===== src/rtl/pc_fetch_unit_pkg.sv =====
// Shared types and constants for the PC / instruction-fetch stage.
// Imported by the fetch top level and the next-PC selector.
package pc_fetch_unit_pkg;

  typedef enum logic [1:0] {
    IDLE = 2'b00,
    REQ  = 2'b01,
    EXEC = 2'b10,
    HALT = 2'b11
  } state_t;

  localparam logic [1:0] JMP_SEQ = 2'b00;
  localparam logic [1:0] JMP_ABS = 2'b01;
  localparam logic [1:0] JMP_REG = 2'b10;

  localparam logic [31:0] RESET_PC_DEF = 32'h0000_0000;

  function automatic logic [31:0] br_off(
    input logic [15:0] imm
  );
    return {{14{imm[15]}}, imm, 2'b00};
  endfunction

endpackage


===== src/rtl/pc_fetch_unit_next_pc_sel.sv =====
// Next-PC selector: sequential, absolute jump, register jump, branch.
// Also flags jump encodings / targets that cannot be fetched.
module next_pc_sel
  import pc_fetch_unit_pkg::*;
#(
  parameter int ADDR_W = 32
) (
  input  logic [ADDR_W-1:0] PC,
  input  logic [25:0]       IR,
  input  logic [1:0]        Jump,
  input  logic              Branch,
  input  logic              Zero,
  input  logic [31:0]       JRTarget,
  output logic [ADDR_W-1:0] NextPC,
  output logic              BadTarget
);

  logic [31:0] pc32;
  logic [31:0] pc4;
  logic [31:0] nxt;
  logic        take_br;

  assign pc32    = 32'(PC);
  assign pc4     = pc32 + 32'd4;
  assign take_br = (Jump == JMP_SEQ) & Branch & Zero;

  // Branch target wraps silently mod 2^32, like pc4.
  always_comb begin
    nxt = pc4;
    unique case (1'b1)
      (Jump == JMP_REG): nxt = JRTarget;
      (Jump == JMP_ABS): nxt = {pc4[31:28], IR, 2'b00};
      take_br:           nxt = pc4 + br_off(IR[15:0]);
      default:           nxt = pc4;
    endcase
  end

  assign NextPC = ADDR_W'(nxt);

  assign BadTarget = (Jump == 2'b11) |
                     ((Jump == JMP_REG) &
                      (JRTarget[1:0] != 2'b00));

endmodule


===== src/rtl/pc_fetch_unit.sv =====
// PC register, instruction register and fetch FSM.
// Drives the decoder with Op/Funct and holds it in reset outside EXEC.
module pc_fetch_unit
  import pc_fetch_unit_pkg::*;
#(
  parameter int              ADDR_W   = 32,
  parameter logic [ADDR_W-1:0] RESET_PC = ADDR_W'(RESET_PC_DEF)
) (
  input  logic              CLK,
  input  logic              RST,
  output logic              IMemReq,
  output logic [ADDR_W-1:0] IMemAddr,
  input  logic              IMemReady,
  input  logic [31:0]       IMemRdata,
  input  logic [1:0]        Jump,
  input  logic              Branch,
  input  logic              Zero,
  input  logic [31:0]       JRTarget,
  input  logic              Stall,
  output logic [31:0]       Instr,
  output logic [5:0]        Op,
  output logic [5:0]        Funct,
  output logic [ADDR_W-1:0] PC,
  output logic [ADDR_W-1:0] PCPlus4,
  output logic              InstrValid,
  output logic              CtlRst,
  output logic              Fault
);

  state_t            state;
  logic [ADDR_W-1:0] pc_q;
  logic [31:0]       ir_q;
  logic              fault_q;
  logic [ADDR_W-1:0] next_pc;
  logic              bad_tgt;

  next_pc_sel #(
    .ADDR_W(ADDR_W)
  ) u_nps (
    .PC       (pc_q),
    .IR       (ir_q[25:0]),
    .Jump     (Jump),
    .Branch   (Branch),
    .Zero     (Zero),
    .JRTarget (JRTarget),
    .NextPC   (next_pc),
    .BadTarget(bad_tgt)
  );

  always_ff @(posedge CLK or negedge RST) begin
    if (!RST) begin
      state   <= IDLE;
      pc_q    <= RESET_PC;
      ir_q    <= '0;
      fault_q <= 1'b0;
    end else begin
      unique case (state)
        IDLE: state <= REQ;
        REQ: begin
          if (IMemReady) begin
            ir_q  <= IMemRdata;
            state <= EXEC;
          end
        end
        EXEC: begin
          if (!Stall) begin
            if (bad_tgt) begin
              fault_q <= 1'b1;
              state   <= HALT;
            end else begin
              pc_q  <= next_pc;
              state <= REQ;
            end
          end
        end
        HALT: state <= HALT;
      endcase
    end
  end

  // Outputs decode straight off the state register, so they
  // follow an asynchronous reset without waiting for a clock.
  assign IMemReq    = (state == REQ);
  assign IMemAddr   = {pc_q[ADDR_W-1:2], 2'b00};
  assign InstrValid = (state == EXEC);
  assign CtlRst     = ~InstrValid;

  assign Instr   = ir_q;
  assign Op      = ir_q[31:26];
  assign Funct   = ir_q[5:0];
  assign PC      = pc_q;
  assign PCPlus4 = pc_q + ADDR_W'(4);
  assign Fault   = fault_q;

endmodule


===== config.mk =====
export PLATFORM = sky130hd
export DESIGN_NAME = pc_fetch_unit
export DESIGN_NICKNAME = d
export VERILOG_FILES = /design/src/rtl/pc_fetch_unit_pkg.sv /design/src/rtl/pc_fetch_unit_next_pc_sel.sv /design/src/rtl/pc_fetch_unit.sv
export SDC_FILE = /design/constraint.sdc
export NUM_CORES = 1
export LEC_CHECK = 0
export ABC_AREA = 1
export CAP_MARGIN = 15
export CORE_MARGIN = 3
export CORE_UTILIZATION = 45
export CTS_BUF_LIST = sky130_fd_sc_hd__clkbuf_2
export DETAILED_ROUTE_END_ITERATION = 8
export MAX_ROUTING_LAYER = met4
export PLACE_DENSITY = 0.78
export SYNTH_ARGS = -nofsm -noshare
export SYNTH_HDL_FRONTEND = slang
export SYNTH_SLANG_ARGS = --single-unit

===== constraint.sdc =====
create_clock -name CLK -period 7.7 [get_ports CLK]
set_input_delay 1.925 -clock CLK [delete_from_list [all_inputs] [get_ports CLK]]
set_output_delay 1.925 -clock CLK [all_outputs]
set_load 0.02 [all_outputs]

### Word level (Yosys, flattened, before mapping)

Cells that the tools add are included.

* bits in registers: 67
* input bits: 72
* output and inout bits: 144
* word-level logic and storage cells: 33

* add/subtract/negate cells: 2
* equality and inequality tests: 8
* multiplexer cells: 5
* bitwise logic cells: 7
* reduce and logical (&&, ||, !) cells: 7

Operators with widths (count)
* case mux 32 bit (3 select lines): 1
* adder 32 x 3 -> 32 bit, second input constant: 1
* adder 32 bit: 1
* == test 2 bit, second input constant: 4
* case mux 2 bit (4 select lines): 1
* 2-to-1 mux 2 bit: 3
* AND reduction 3 bit: 2
* == test 2 x 1 -> 1 bit, second input constant: 2
* zero test 2 bit: 2
* AND reduction 2 bit: 2
* AND 1 bit: 3
* NOT 1 bit: 3
* != test 2 x 1 -> 1 bit, second input constant: 1
* != test 2 bit, second input constant: 1
* nonzero test 2 bit: 1
* OR 1 bit: 1

### Depth between registers and ports, before layout

* depth after elaboration: 6
* depth in mapped cells: 24
* depth with buffers taken out: 23

### By module

From an unflattened synthesis, not the netlist that was laid out.

* cells, all modules: 1201
* area total of the unflattened synthesis: 7512.2 um^2

By module, submodules not included
* pc_fetch_unit: instances 1, cells an instance 501, area each 3853.7 um^2, sequential area each 1676.6 um^2
* next_pc_sel: instances 1, cells an instance 700, area each 3658.5 um^2, sequential area each 0.0 um^2

### Worst setup path after synthesis

Ideal clock, no wire load.

* kind: register to output
* start: reg pc_q[3], in the netlist PC[3]
* end: out PCPlus4[20]
* data arrival time: 1794 ps
* setup slack: 3981 ps
* cell stages (with the launch flop): 8
* buffers on the path: 0
* cell sequence: dfrtp_1 ha_1 nand2_1 nor2_2 nand3_2 nor3_2 nand2_1 xnor2_1

* longest elaborated chain between the ends: 1

RTL lines
* start, declared: line pc_fetch_unit.sv:31 `logic [ADDR_W-1:0] pc_q;`
* start signal, assigned: line pc_fetch_unit.sv:71 `pc_q <= next_pc;`
* adder 32 x 3 -> 32 bit: line pc_fetch_unit.sv:92 `assign PCPlus4 = pc_q + ADDR_W'(4);`
* end, declared: line pc_fetch_unit.sv:24 `output logic [ADDR_W-1:0] PCPlus4,`

No other way between the ends.

### Final worst setup path

* start: reg pc_q[3], in the netlist PC[3]
* end: out PCPlus4[18]

The elaborated chain is that of the path after synthesis.

==> results.yml <==
outcome:
  status: "complete, no violations"
clock_tree:
  cts.path.max_buffers: 2
  cts-root-buf: "clkbuf_2"
  clkSinkCount: 67
  cts_setup_buffers: 0
  cts_resized: 0
  insertion_delay_ps: 580
  clk_pin_slew_ps: 210
  htreeDepth: 3
  cts_hold_buf: 0
  cts_buffers: 9
  cts_tree: "done"
yosys:
  yosysWarnings: 0
  synth_seq_area_share_pct: 25.2
  synth-simple-area-share_pct: 33.1
  synthMuxAreaShare_pct: 4.40
  synth_ff_type: "dfrtp_1"
  synth_top_family_by_area: "simple AND/OR/NAND/NOR gates"
  synth_area_mm2: 0.00665
  ys_types: 44
  synth_xor_area_share_pct: 3.03
  synth_adder_area_share_pct: 7.45
  synthArstFlopShare_pct: 100
  synthCells: 1029
  syn_area_per_cell_um2: 6.46
  yosys_register_bits: 67
  synth_edf_count: 0
  synth_compound_area_share_pct: 11.3
worst_setup_path:
  reg2reg_from: "PC[3]"
  cp-end-kind: "primary output"
  required_ps: 5780
  worst_setup_path_start_kind: "flop"
  ff2ff_path_depth: 18
  r2r_end: "PC[29]"
  critPathArrivalTime_ps: 3130
  path_class: "reg2out"
  critPathMaxFanout: 6
  r2r_setup_slack_ps: 4140
route:
  postRouteAntennaNets: 0
  via_count: 7285
  drc_errors: 0
  drt_iter0_drc: 654
  routed_via_density: 5.30
  wl_per_cell_um: 17.2
  routed_wl_um: 23700
  dr.pass1.iters: 6
global_route:
  grt_pass1_vias: 7003
  antenna_found_initial: 1
  grt_pass1_wl_um: 36700
  grt_usage_pct: 29.7
  overflow: 0
  grt_max_degree: 68
sta:
  hold_violations: 0
  setup_tns_ps: 0
  finalSetupViolations: 0
  max_freq_ghz: 0.198
  drv_slew: 0
  clock_skew_ps: 38.9
  slew_headroom_pct: 39.3
  rsz0062_at_grt: "false"
  fin_crit_ps: 5060
  finalCritPeriodShare_pct: 65.7
  worst_pin_slew_ps: 909
hold_path:
  hold_path_end: "Fault"
  whs_path_depth: 1
  hold_path.class: "reg2reg"
  min-delay-start: "Fault"
layout:
  final_cell_mix: "nand2_1, clkdlybuf4s50_1, inv_1"
  num-nets-final: 1300
  final_common_cell: "nand2_1"
  drive_gt1_share_pct: 5.61
  synthToLayoutAreaGrowth_pct: 31.4
floorplan:
  start_util_pct: 47.0
  die_area_mm2: 0.0163
  fp.dieW_um: 128
  die_y_um: 128
  rows: 43
  ios: 216
  core-area_mm2: 0.0141
place:
  dp_hpwl_um: 18800
  gp_congestion: 0.980
  io_buffers: 213
pwr:
  power_w: 0.00423
  max-vdd-ir-drop_uv: 238
  leakage_nw: 4.37
  p_per_area_mw_per_mm2: 484
run:
  cap_violations: 0
-- registers in the layout, summed over array words and instances (netlist names) --
register and flops:
state 2, PC 32, Fault 1, Instr 32
-- cell families after synthesis --
logic type	count (synthesis)
DFF	67
buffers and inverters	224
adders and majority gates	39
xor gates and xnor gates	23
AOI/OAI and AO/OA	125
muxes	26
and+or+nand+nor	524
other	1
-- cells in the mapped netlist (2+ instances only) --
cell      number  area [µm²]
inv_1        153         574
a22o_1         3        26.3
ha_1          38         475
o22ai_1        2        12.5
o21ai_1        3        15.0
nand2_2        4        25.0
xor2_1        17         149
a21oi_1       58         290
a221oi_1      15         131
buf_2          5        25.0
nor2_2         5        31.3
nand3_1       60         300
mux2_2        26         293
buf_4         46         345
nor3_2         2        20.0
a21o_1         4        30.0
o21bai_1       4        30.0
nor3_1         9        45.0
nor2_1        88         330
nand3b_1       3        22.5
clkbuf_1      19        71.3
a32oi_1        2        17.5
a41oi_1        2        17.5
nand4_1       19         119
dfrtp_1       67        1680
o211ai_1       3        22.5
xnor2_1        6        52.6
o21ai_0       25         125
nand2_1      326        1220
-- power breakdown --
group / internal, W / switching [W] / total, W
combinational: 0.00127 / 0.00192 / 0.00319
clock: 0.000109 / 0.000139 / 0.000248
sequential: 0.000508 / 0.000277 / 0.000786
-- layout make-up --
type                    count  area, µm²
clock inverters             5       77.6
multi-input cells         739       3950
diodes                      1       2.50
fillers                  1335       5410
clock buffers              11       55.1
flip-flops and latches     67       1680
well taps                 180        225
repair buffers            219       2170
inverters                 153        574
-- worst max-delay path, stage by stage (launching register included) --
cell and delay (ps):
dfrtp_1 470, ha_1 250, nand2_1 100, nor2_2 180
nand3_1 200, nor2_1 210, xor2_1 470, clkdlybuf4s50_1 710
-- per-layer routing --
metal | track usage (%) | vias up | wire length, µm
met4 | 9.40 | 0 | 645
met3 | 7.19 | 51 | 2240
met2 | 44.4 | 372 | 10600
li1 | - | 3557 | -
met5 | - | - | 0
met1 | 39.8 | 3305 | 10100
-- through the flow --
step                      util [%]  hold slack (ps)  instance area [µm²]  cells  setup slack [ps]
after floorplan                  -              486                 6650   1030              3980
after global placement        60.8              437                 8600   1358              3090
after detailed placement      60.8              452                 8600   1358              2910
after CTS                     61.7              490                 8730   1374              2640
after global routing          61.7              502                 8740   1375              2490
final                         61.7              489                 8740   1375              2640
-- worst max-delay path by stage --
stage,start,end,slack (ps),cells past startpoint
after CTS,PC[3],PCPlus4[26],2640,8
after detailed placement,Jump[0],PC[18],2910,11
after global placement,Jump[0],PC[15],3090,11
after global routing,PC[3],PCPlus4[26],2490,8
after floorplan,PC[3],PCPlus4[20],3980,7
final,PC[3],PCPlus4[18],2640,7
No activity file was read; power rests on OpenSTA's default activity.
